--- src/rtl/rv32_pkg.sv ---
// Shared RV32I definitions: load/store funct3 encodings and the MEM stage FSM states.
package rv32_pkg;

    localparam logic [2:0] F3_B  = 3'b000;
    localparam logic [2:0] F3_H  = 3'b001;
    localparam logic [2:0] F3_W  = 3'b010;
    localparam logic [2:0] F3_BU = 3'b100;
    localparam logic [2:0] F3_HU = 3'b101;

    typedef enum logic {
        MEM_IDLE,
        MEM_BUSY
    } mem_state_e;

endpackage

--- src/rtl/mem_stage_load_align.sv ---
// Load data alignment: picks the byte/halfword lane from the read word and extends it.
module load_align
    import rv32_pkg::*;
(
    input  logic [31:0] rdata,
    input  logic [1:0]  addr,
    input  logic [2:0]  funct3,
    output logic [31:0] data
);

    logic [7:0]  byteLane;
    logic [15:0] halfLane;

    // Halfword lane ignores addr[0], so misaligned halfwords fall back to the aligned lane.
    assign byteLane = rdata[{addr, 3'b000} +: 8];
    assign halfLane = rdata[{addr[1], 4'b0000} +: 16];

    always_comb begin
        data = rdata;
        case (funct3)
            F3_B:    data = {{24{byteLane[7]}}, byteLane};
            F3_BU:   data = {24'h000000, byteLane};
            F3_H:    data = {{16{halfLane[15]}}, halfLane};
            F3_HU:   data = {16'h0000, halfLane};
            default: data = rdata;
        endcase
    end

endmodule

--- src/rtl/mem_stage.sv ---
// RV32I MEM stage: data-memory handshake with timeout, load alignment and the MEM/WB register.
// Optional macro MEM_MISALIGN_TRAP_EN suppresses misaligned H/W accesses and adds mem_misalign.
module mem_stage
    import rv32_pkg::*;
#(
    parameter int unsigned TIMEOUT_CYCLES = 16
)(
    input  logic        clk,
    input  logic        rst_,
    input  logic        ex_mem_valid,
    input  logic [31:0] ex_mem_alu,
    input  logic [31:0] ex_mem_store_data,
    input  logic [4:0]  ex_mem_rd_addr,
    input  logic        ex_mem_reg_write,
    input  logic        ex_mem_mem_to_reg,
    input  logic        ex_mem_mem_read,
    input  logic        ex_mem_mem_write,
    input  logic [2:0]  ex_mem_funct3,
    output logic        dmem_req,
    output logic        dmem_we,
    output logic [31:0] dmem_addr,
    output logic [3:0]  dmem_be,
    output logic [31:0] dmem_wdata,
    input  logic [31:0] dmem_rdata,
    input  logic        dmem_ready,
    output logic        mem_stall,
    output logic        mem_bus_err,
    output logic [31:0] mem_wb_alu,
    output logic [31:0] mem_wb_data,
    output logic [4:0]  wb_rd_addr,
    output logic        wb_reg_write,
    output logic        wb_mem_to_reg
`ifdef MEM_MISALIGN_TRAP_EN
    ,
    output logic        mem_misalign
`endif
);

    localparam int CW = $clog2(TIMEOUT_CYCLES + 1);

    mem_state_e    state_q, state_d;
    logic [CW-1:0] waitCnt_q, waitCnt_d;
    logic          misalign, pending, timeoutNow;
    logic [3:0]    storeBe;
    logic [31:0]   storeWdata, loadData;

    logic [31:0]   wbAlu_q, wbAlu_d, wbData_q, wbData_d;
    logic [4:0]    wbRd_q, wbRd_d;
    logic          wbRegWrite_q, wbRegWrite_d, wbMemToReg_q, wbMemToReg_d;
    logic          busErr_q, busErr_d;

`ifdef MEM_MISALIGN_TRAP_EN
    logic          misalign_q, misalign_d;
    assign misalign = ex_mem_valid & (ex_mem_mem_read | ex_mem_mem_write) &
                      (((ex_mem_funct3 == F3_H) || (ex_mem_funct3 == F3_HU)) ? ex_mem_alu[0] :
                       ((ex_mem_funct3 == F3_B) || (ex_mem_funct3 == F3_BU)) ? 1'b0 :
                       (ex_mem_alu[1:0] != 2'b00));
    assign mem_misalign = misalign_q;
`else
    assign misalign = 1'b0;
`endif

    assign pending = ex_mem_valid & (ex_mem_mem_read | ex_mem_mem_write) & ~misalign;

    // Counter holds the number of wait cycles elapsed since the first request cycle.
    always_comb begin
        state_d    = state_q;
        waitCnt_d  = waitCnt_q;
        timeoutNow = 1'b0;
        case (state_q)
            MEM_IDLE: begin
                waitCnt_d = '0;
                if (pending && !dmem_ready) begin
                    state_d   = MEM_BUSY;
                    waitCnt_d = CW'(1);
                end
            end
            MEM_BUSY: begin
                if (!pending || dmem_ready) begin
                    state_d   = MEM_IDLE;
                    waitCnt_d = '0;
                end else if (waitCnt_q == CW'(TIMEOUT_CYCLES)) begin
                    timeoutNow = 1'b1;
                    state_d    = MEM_IDLE;
                    waitCnt_d  = '0;
                end else begin
                    waitCnt_d = waitCnt_q + CW'(1);
                end
            end
            default: state_d = MEM_IDLE;
        endcase
    end

    always_ff @(posedge clk or posedge rst_) begin
        if (rst_) begin
            state_q   <= MEM_IDLE;
            waitCnt_q <= '0;
        end else begin
            state_q   <= state_d;
            waitCnt_q <= waitCnt_d;
        end
    end

    // Gating with reset withdraws the request in the same cycle reset arrives.
    assign dmem_req  = pending & ~rst_;
    assign mem_stall = pending & ~dmem_ready & ~timeoutNow & ~rst_;

    always_comb begin
        storeBe    = 4'b1111;
        storeWdata = ex_mem_store_data;
        if (ex_mem_mem_write) begin
            case (ex_mem_funct3)
                F3_B: begin
                    storeBe    = 4'b0001 << ex_mem_alu[1:0];
                    storeWdata = {4{ex_mem_store_data[7:0]}};
                end
                F3_H: begin
                    storeBe    = 4'b0011 << {ex_mem_alu[1], 1'b0};
                    storeWdata = {2{ex_mem_store_data[15:0]}};
                end
                default: ;
            endcase
        end
    end

    assign dmem_we    = dmem_req & ex_mem_mem_write;
    assign dmem_addr  = dmem_req ? {ex_mem_alu[31:2], 2'b00} : 32'h0;
    assign dmem_be    = dmem_req ? storeBe : 4'b0000;
    assign dmem_wdata = dmem_we ? storeWdata : 32'h0;

    load_align u_load_align (
        .rdata  (dmem_rdata),
        .addr   (ex_mem_alu[1:0]),
        .funct3 (ex_mem_funct3),
        .data   (loadData)
    );

    // Bubbles clear only the write-back controls; data fields hold their previous values.
    always_comb begin
        wbAlu_d      = wbAlu_q;
        wbData_d     = wbData_q;
        wbRd_d       = wbRd_q;
        wbRegWrite_d = 1'b0;
        wbMemToReg_d = 1'b0;
        busErr_d     = 1'b0;
`ifdef MEM_MISALIGN_TRAP_EN
        misalign_d   = 1'b0;
`endif
        if (ex_mem_valid && !mem_stall) begin
            wbAlu_d = ex_mem_alu;
            wbRd_d  = ex_mem_rd_addr;
            if (timeoutNow) begin
                wbData_d = 32'h0;
                busErr_d = 1'b1;
            end else if (misalign) begin
`ifdef MEM_MISALIGN_TRAP_EN
                misalign_d = 1'b1;
`endif
            end else begin
                wbRegWrite_d = ex_mem_reg_write;
                wbMemToReg_d = ex_mem_mem_to_reg;
                wbData_d     = ex_mem_mem_read ? loadData : 32'h0;
            end
        end
    end

    always_ff @(posedge clk or posedge rst_) begin
        if (rst_) begin
            wbAlu_q      <= '0;
            wbData_q     <= '0;
            wbRd_q       <= '0;
            wbRegWrite_q <= 1'b0;
            wbMemToReg_q <= 1'b0;
            busErr_q     <= 1'b0;
`ifdef MEM_MISALIGN_TRAP_EN
            misalign_q   <= 1'b0;
`endif
        end else begin
            wbAlu_q      <= wbAlu_d;
            wbData_q     <= wbData_d;
            wbRd_q       <= wbRd_d;
            wbRegWrite_q <= wbRegWrite_d;
            wbMemToReg_q <= wbMemToReg_d;
            busErr_q     <= busErr_d;
`ifdef MEM_MISALIGN_TRAP_EN
            misalign_q   <= misalign_d;
`endif
        end
    end

    assign mem_wb_alu    = wbAlu_q;
    assign mem_wb_data   = wbData_q;
    assign wb_rd_addr    = wbRd_q;
    assign wb_reg_write  = wbRegWrite_q;
    assign wb_mem_to_reg = wbMemToReg_q;
    assign mem_bus_err   = busErr_q;

endmodule

--- config.mk ---
export PLATFORM = sky130hd
export DESIGN_NAME = mem_stage
export DESIGN_NICKNAME = d
export VERILOG_FILES = /design/src/rtl/rv32_pkg.sv /design/src/rtl/mem_stage_load_align.sv /design/src/rtl/mem_stage.sv
export SDC_FILE = /design/constraint.sdc
export NUM_CORES = 1
export LEC_CHECK = 0
export CAP_MARGIN = 20
export CORE_MARGIN = 2
export CORE_UTILIZATION = 41
export CTS_CLUSTER_SIZE = 30
export DETAILED_ROUTE_END_ITERATION = 7
export PLACE_DENSITY = 0.94
export SLEW_MARGIN = 20
export SYNTH_ARGS = -nofsm -noshare
export SYNTH_HDL_FRONTEND = slang
export SYNTH_SLANG_ARGS = --single-unit
--- constraint.sdc ---
create_clock -name clk -period 4.6 [get_ports clk]
set_input_delay 0.92 -clock clk [delete_from_list [all_inputs] [get_ports clk]]
set_output_delay 0.92 -clock clk [all_outputs]
set_load 0.05 [all_outputs]
-- After elaboration in Yosys (flattened, before gate mapping)
Index checks and enable logic that the tools add are counted.
- add/sub/neg operators: 1
- equality and inequality tests: 4
- shift operators: 4
- muxes and demuxes: 27
- bitwise gates (word level): 11
- reduce and logical (&&, ||, !) cells: 7
- operators by type and width (cell ; number):
    32-bit two-way mux ; 5
    32-bit case mux with 4 select lines ; 1
    32-bit case mux with 2 select lines ; 1
    32-bit by 6-bit variable part select with 16-bit output ; 1
    32-bit by 6-bit variable part select with 8-bit output ; 1
    1-bit two-way mux ; 13
    5-bit two-way mux ; 2
    5-bit case mux with 2 select lines ; 1
    4-bit two-way mux ; 2
    4-bit case mux with 2 select lines ; 1
    1-bit bitwise AND ; 6
    3-bit == test (second input constant) ; 2
    5-bit by 1-bit adder with 5-bit output (second input constant) ; 1
    5-bit == test (second input constant) ; 1
    1-bit inverter ; 4
    1-bit by 2-bit left shift with 4-bit output (first input constant) ; 1
    2-bit by 2-bit left shift with 4-bit output (first input constant) ; 1
    3-bit by 1-bit == test with 1-bit output (second input constant) ; 1
    1-bit zero test ; 3
    3-bit zero test ; 1
    1-bit logical AND ; 2
    1-bit case mux with 2 select lines ; 1
    1-bit logical OR ; 1
    1-bit OR ; 1
- register bits after elaboration: 78
- bits of input ports: 112
- output and inout bits: 143
- logic and storage cells: 62

-- Longest topological paths before layout
Gate-level depths: netlist of the first run.
- depth after elaboration: 12
- mapped depth: 9
- gate-level depth less buffers: 6

-- By module
From an unflattened synthesis of the first run, not the netlist that was laid out.
- cells, all modules: 496
- area, all modules: 4652.0 µm²
- modules (own cells, without submodules) (module ; instances ; cells each ; area each (µm²) ; sequential area each (µm²)):
    mem_stage ; 1 ; 387 ; 4023.9 ; 1951.9
    load_align ; 1 ; 109 ; 628.1 ; 0.0

-- Worst setup path before layout of the first run
Ideal clock, no wire load.
- path kind: input port to output port
- start point: in ex_mem_funct3[0]
- end point: out dmem_wdata[24]
- arrival: 2.771 ns
- data required time: 3.680 ns
- setup slack: 0.909 ns
- stages: 4
- path buffers: 2
- cell sequence: buf_2 clkbuf_1 mux2i_1 a211oi_1
- longest elaborated chain between the ends: 4
- elaborated cells on any way between the ends: 5
- classes of those cells: eq/ne: 1; mux: 3; reduce/logical: 1
- ends and longest elaborated chain (item ; RTL line ; source):
    start: declaration ; mem_stage.sv:18 ; input logic [2:0] ex_mem_funct3,
    3-bit by 1-bit == test with 1-bit output / 3-bit zero test (equally long branches) ; mem_stage.sv:112 ; case (ex_mem_funct3)
    32-bit case mux with 2 select lines * ; mem_stage.sv:112 ;
    32-bit two-way mux * ; mem_stage.sv:111 ; if (ex_mem_mem_write) begin
    32-bit two-way mux * ; mem_stage.sv:129 ; assign dmem_wdata = dmem_we ? storeWdata : 32'h0;
    end: declaration ; mem_stage.sv:23 ; output logic [31:0] dmem_wdata,
Mark *: on every way between the ends. The rest lies on a longest branch, timed or not.

-- Worst setup path in the final report of the first run
- start point: in ex_mem_mem_write
- end point: out mem_stall
- longest elaborated chain between the ends: 9
- elaborated cells on any way between the ends: 10
- classes of those cells: mux: 2; bitwise: 6; reduce/logical: 2
- ends and longest elaborated chain (item ; RTL line ; source):
    start: declaration ; mem_stage.sv:17 ; input logic ex_mem_mem_write,
    1-bit OR * ; mem_stage.sv:63 ; assign pending = ex_mem_valid & (ex_mem_mem_read | ex_mem_mem_write) & ~misalign;
    1-bit bitwise AND * ; mem_stage.sv:63 ;
    1-bit zero test ; mem_stage.sv:79 ; if (!pending || dmem_ready) begin
    1-bit logical OR ; mem_stage.sv:79 ;
    1-bit two-way mux ; mem_stage.sv:79 ;
    1-bit two-way mux ; mem_stage.sv:70 ; case (state_q)
    1-bit inverter ; mem_stage.sv:106 ; assign mem_stall = pending & ~dmem_ready & ~timeoutNow & ~rst_;
    1-bit bitwise AND * (2 in series) ; mem_stage.sv:106 ;
    end: declaration ; mem_stage.sv:26 ; output logic mem_stall,
Marks and branches as above.

==> flow_metrics.env, run 1 <==
export IMPL_power_internal_mw=1.36
export IMPL_ctsResizeCount=0
export IMPL_async_reset_ff_share_pct=100
export IMPL_max_freq_ghz=0.238
export IMPL_crit_chain="clkdlybuf4s50_1 -> nor2_1 -> nor3_1 -> nand2_1 -> nor2_1 -> clkdlybuf4s50_1"
export IMPL_syn_inst=411
export IMPL_cts_tree="built"
export IMPL_drc=0
export IMPL_routed_top_layer="met4"
export IMPL_layout_nets=764
export IMPL_pwr_share_comb_pct=39.6
export IMPL_cts_root_buf="clkbuf_8"
export IMPL_synth_avg_cell_area_um2=10.6
export IMPL_leakagePower_nw=3.26
export IMPL_fin_skew_ns=0.0108
export IMPL_p_clk_share_pct=23.9
export IMPL_tightest_slew_ns=0.963
export IMPL_area_delta_synth_final_pct=74.7
export IMPL_drtIter0Drc=250
export IMPL_wl_met2_um=7650
export IMPL_critPathMaxStageDelay_ns=0.81
export IMPL_hold_viol=0
export IMPL_clock_sinks=78
export IMPL_crit_path_start_kind="primary input"
export IMPL_via_per_inst=5.53
export IMPL_wl_met3_um=1410
export IMPL_critPathCaptureType="primary output"
export IMPL_die_x_um=107
export IMPL_maxCapViolCount=0
export IMPL_required_ns=3.68
export IMPL_swShare_pct=37.4
export IMPL_grt_overflow_total=0
export IMPL_num_rows=37
export IMPL_p_per_area_nw_per_um2=285
export IMPL_hp_class="flop to flop"
export IMPL_gr_usage_all_layers_pct=25.9
export IMPL_synth_distinct_cells=46
export IMPL_antenna_cells_inserted=0
export IMPL_num_vias=4373
export IMPL_worst_ep_arrival_time_ns=3.29
export IMPL_slew_headroom_pct=35.8
export IMPL_final_common_cell="clkdlybuf4s50_1"
export IMPL_crit_type="primary input to primary output"
export IMPL_seqPwrFrac_pct=36.5
export IMPL_placed_area_um2=7410
export IMPL_finalCritPeriodShare_pct=91.5
export IMPL_fin_total_pwr_mw=2.17
export IMPL_fin_crit_ns=4.21
export IMPL_drt_pass1_iterations=5
export IMPL_yosys_warnings=0
export IMPL_core_um2=10300
export IMPL_peakVddDrop_mv=0.143
export IMPL_routedWlPerCell_um=19.0
export IMPL_htreeDepth=3
export IMPL_final_cell_mix="clkdlybuf4s50_1, dfrtp_1, buf_12, mux2_2, and2_1"
export IMPL_wirelength_um=15000
export IMPL_wl_met1_um=5320
export IMPL_synthFlopType="dfrtp_1"
export IMPL_cts_buffer_depth=2
export IMPL_fp_dieH_um=107
export IMPL_grt_pass1_vias=4582
export IMPL_drv_slew=0
export IMPL_clk_latency_ns=0.34
export IMPL_p_sw_uw=810
export IMPL_pin_count=255
export IMPL_antenna_left=0
export IMPL_dieArea_um2=11500
export IMPL_hold_slack_ns=0.487
export IMPL_dp_final_hpwl_um=12000
export IMPL_ys_seq_elements=78
export IMPL_routabilityCongestion=0.945
export IMPL_path_clk_slew_ns=0.09
export IMPL_nFillCells=679
export IMPL_final_area_um2=7610
export IMPL_layout_drive_gt1_share_pct=21.7
export IMPL_tns_ns=0
export IMPL_ys_seq_area_share_pct=44.8
export IMPL_hold_buffers=0
export IMPL_antenna_found_initial=0
export IMPL_numPortBuffers=252
export IMPL_cts_buffers=9
export IMPL_initial_core_util_pct=42.2
export IMPL_synth_edf_count=0
export IMPL_post_cts_buffers=0
export IMPL_slowest_stage="clkdlybuf4s50_1"
export IMPL_grt_max_degree=79
export IMPL_grt_pass1_wl_um=23200
export IMPL_status="finished clean"
export IMPL_rsz0062_at_grt="no"
export IMPL_setup_viol=0
export IMPL_netlist_area_um2=4360
export IMPL_worstPathMaxFanout=17
==> synthesized netlist by cell type, types with 3 or more instances <==
cell       n  area (µm²)
a21o_1     9        67.6
nand2b_1   3        18.8
buf_6     11         124
nor2_1    17        63.8
o21a_1     6        45.0
mux2i_1    8        80.1
inv_1     18        67.6
a211oi_1   5        37.5
nor3b_1    9        67.6
a32oi_1    6        52.6
a21oi_1   19        95.1
a22o_1     6        52.6
o21ai_0   11        55.1
clkbuf_1  17        63.8
and3_1    10        62.6
a221o_1   16         160
and2_1    33         206
o311ai_0   6        52.6
nor2b_1    4        25.0
buf_2      4        20.0
a221oi_1   9        78.8
mux2_2    48         541
nor3_1     7        35.0
dfrtp_1   78        1950
nand2_1   26        97.6
==> final cells by class <==
class | instances | area [µm²] | area share [%]
timing repair buffer | 261 | 3100 | 40.8
multi-input combinational | 282 | 2120 | 27.8
sequential | 78 | 1950 | 25.7
tap | 136 | 170 | 2.24
clock buffer | 10 | 128 | 1.68
clock inverter | 6 | 70.1 | 0.921
inverter | 18 | 68.8 | 0.904
==> routing by layer <==
metal	track usage, %	vias to the layer above
li1	-	1972
met1	28.2	2093
met2	46.4	265
met3	6.63	43
met4	12.5	0
met5	0	-
==> cell families after synthesis <==
| kind of cell | share of synthesized area [%] |
|---|---|
| fa+ha+maj | 0.574 |
| simple gates | 14.7 |
| xor+xnor | 0.201 |
| compound gates | 18.7 |
| buf+inv | 6.66 |
| other cells | 0.0861 |
| mux | 14.2 |
| flops | 44.8 |
==> stage by stage <==
| stage | instances | utilization [%] | setup WS (ns) |
|---|---|---|---|
| after global routing | 791 | 73.7 | 0.295 |
| after floorplan | 412 | - | 0.909 |
| after global placement | 775 | 71.8 | 0.547 |
| after detailed placement | 775 | 71.8 | 0.414 |
| after CTS | 791 | 73.7 | 0.416 |
| final | 791 | 73.7 | 0.391 |
==> worst max-delay path: cells and delay by family <==
kind / cells / cell delay (ns)
and+or+nand+nor: 4 / 0.84
buffers and inverters: 2 / 1.52
==> power by group through the flow <==
stage	logic, mW	registers, mW	clock network, mW
after floorplan	0.259	1.03	0
after global placement	0.844	0.797	0
after detailed placement	0.860	0.803	0
after CTS	0.861	0.790	0.528
after global routing	0.894	0.797	0.554
final	0.859	0.790	0.518
==> final timing paths <==
path / start / end / slack, ns / cells past startpoint
max: ex_mem_mem_write / mem_stall / 0.39 / 6
min: mem_wb_data[12] / mem_wb_data[12] / 0.49 / 1
max reg2reg: waitCnt_q[0] / mem_wb_alu[5] / 2.25 / 7
min reg2reg: mem_wb_data[12] / mem_wb_data[12] / 0.49 / 1
max in group asynchronous: rst_ / mem_wb_data[3] / 2.64 / 3
min in group asynchronous: rst_ / mem_wb_data[8] / 1.34 / 3
(Power assumes the default switching activity.)
==> run 2: changes to the inputs <==
--- a/config.mk
+++ b/config.mk
@@ -15,3 +15,4 @@
 export SYNTH_ARGS = -nofsm -noshare
 export SYNTH_HDL_FRONTEND = slang
 export SYNTH_SLANG_ARGS = --single-unit
+export TNS_END_PERCENT = 100
==> results of run 2 <==
Final layout, timing and power as in run 1 (identical DEF).
==> patch, RTL diff (flow settings as in run 1) <==
Change the parameter `TIMEOUT_CYCLES` from 16 to 32.
--- a/src/rtl/mem_stage.sv
+++ b/src/rtl/mem_stage.sv
@@ -3,7 +3,7 @@
 module mem_stage
     import rv32_pkg::*;
 #(
-    parameter int unsigned TIMEOUT_CYCLES = 16
+    parameter int unsigned TIMEOUT_CYCLES = 32
 )(
     input  logic        clk,
     input  logic        rst_,
Behaviour: no difference found for any inputs over 4 cycles, from zero or initial values and one cycle with rst_ high; that may be too few to reach the edited logic, so the function may still have changed.
==> patch against run 1 <==
  * Utilization increased by 0.37 points
  * Largest cell class unchanged
  * Critical path depth unchanged
  * Cell area about the same
  * Total power increased by 1.1%
  * Setup slack improved by 0.10 ns
  * Routed wire length increased by 2.0%
  * Synthesized area decreased by 0.57%
  * Sequential cell count increased by 1
==> patch: results (changes against run 1) <==
<table>
<tr><th>Metric</th><th>Value</th></tr>
<tr><th colspan="2">Run status</th></tr>
<tr><td>Run status</td><td>completed</td></tr>
<tr><th colspan="2">Global route</th></tr>
<tr><td>Met1 usage in global routing</td><td>28.9% (+0.66 points)</td></tr>
<tr><td>GRT Overall Usage</td><td>26.2% (+0.30 points)</td></tr>
<tr><td>First-pass GRT wire length</td><td>23.3 mm (+0.38%)</td></tr>
<tr><th colspan="2">Logic synthesis</th></tr>
<tr><td>Synthesized-area fraction occupied by xor and xnor cells</td><td>0.809% (+0.61 points)</td></tr>
<tr><td>Most frequent cells after synthesis</td><td>79 x sky130_fd_sc_hd__dfrtp_1, 32 x sky130_fd_sc_hd__and2_1, 25 x sky130_fd_sc_hd__mux2_2</td></tr>
<tr><td>Cell variety after synth</td><td>47 (+2.2%)</td></tr>
<tr><td>Complex-gate fraction of the synthesized area</td><td>18.3% (-0.44 points)</td></tr>
<tr><th colspan="2">Pwr</th></tr>
<tr><td>Combinational cell power</td><td>0.875 mW (+2%)</td></tr>
<tr><td>Largest voltage drop on the vdd net</td><td>0.208 mV (+45%)</td></tr>
<tr><td>PnR Total Power</td><td>2.19 mW (+1.1%)</td></tr>
<tr><td>Leakage power of the design</td><td>3.31 nW (+1.5%)</td></tr>
<tr><th colspan="2">Cells and area</th></tr>
<tr><td>Non-filler instance count after layout</td><td>772 (-2.4%)</td></tr>
<tr><th colspan="2">Setup path</th></tr>
<tr><td>Slowest cell delay on critical path</td><td>0.64 ns (-0.17 ns)</td></tr>
<tr><td>Critical Path End</td><td>dmem_wdata[20]</td></tr>
<tr><td>CP Data Arrival Time</td><td>3.18 ns (-0.11 ns)</td></tr>
<tr><th colspan="2">STA</th></tr>
<tr><td>Slew HR</td><td>36.7% (+0.93 points)</td></tr>
<tr><td>Post-layout min period</td><td>4.10 ns (-0.104 ns)</td></tr>
<tr><td>Worst Clk Skew</td><td>0.0127 ns (+0.00193 ns)</td></tr>
<tr><td>Final-layout worst hold slack</td><td>0.490 ns (+0.00390 ns)</td></tr>
<tr><th colspan="2">Routing</th></tr>
<tr><td>Amount of wire on met3 after detailed routing</td><td>1.24 mm (-13%)</td></tr>
<tr><td>Total number of vias</td><td>4,274 (-2.3%)</td></tr>
<tr><th colspan="2">Placed design</th></tr>
<tr><td>GP Congestion</td><td>0.887 (-6.1%)</td></tr>
<tr><td>Area post-placement</td><td>0.00741 mm^2 (about the same)</td></tr>
<tr><td>Minimum setup slack after placement</td><td>0.262 ns (-0.152 ns)</td></tr>
</table>
patch: cell types whose count changed in the layout (fill, tap and decap cells not counted), sizes merged, moves of 3 or more:
cell,delta
a32oi,-6
nor2,+4
mux2,-3
a22o,-5
a21oi,-3
o311ai,-6
nand2,-11
o2bb2ai,+6
inv,-3
a222oi,+7
patch: layout make-up:
| type | instances | area, um^2 | area share, % |
|---|---|---|---|
| clock buffers | 12 | 155 | 2.04 |
| clock inverters | 3 | 42.5 | 0.559 |
| inverters | 16 | 61.3 | 0.805 |
| multi-input cells | 266 | 2150 | 28.2 |
| flip-flops and latches | 79 | 1980 | 26.0 |
| well taps | 136 | 170 | 2.24 |
| repair buffers | 260 | 3060 | 40.2 |
patch: what timing repair did:
item / 4_1_cts / 5_1_grt
endpoints found under the setup margin: 0 / 3
hold buffers: 0 / 0
buffers inserted: 0 / 0
resized for setup: 0 / 1
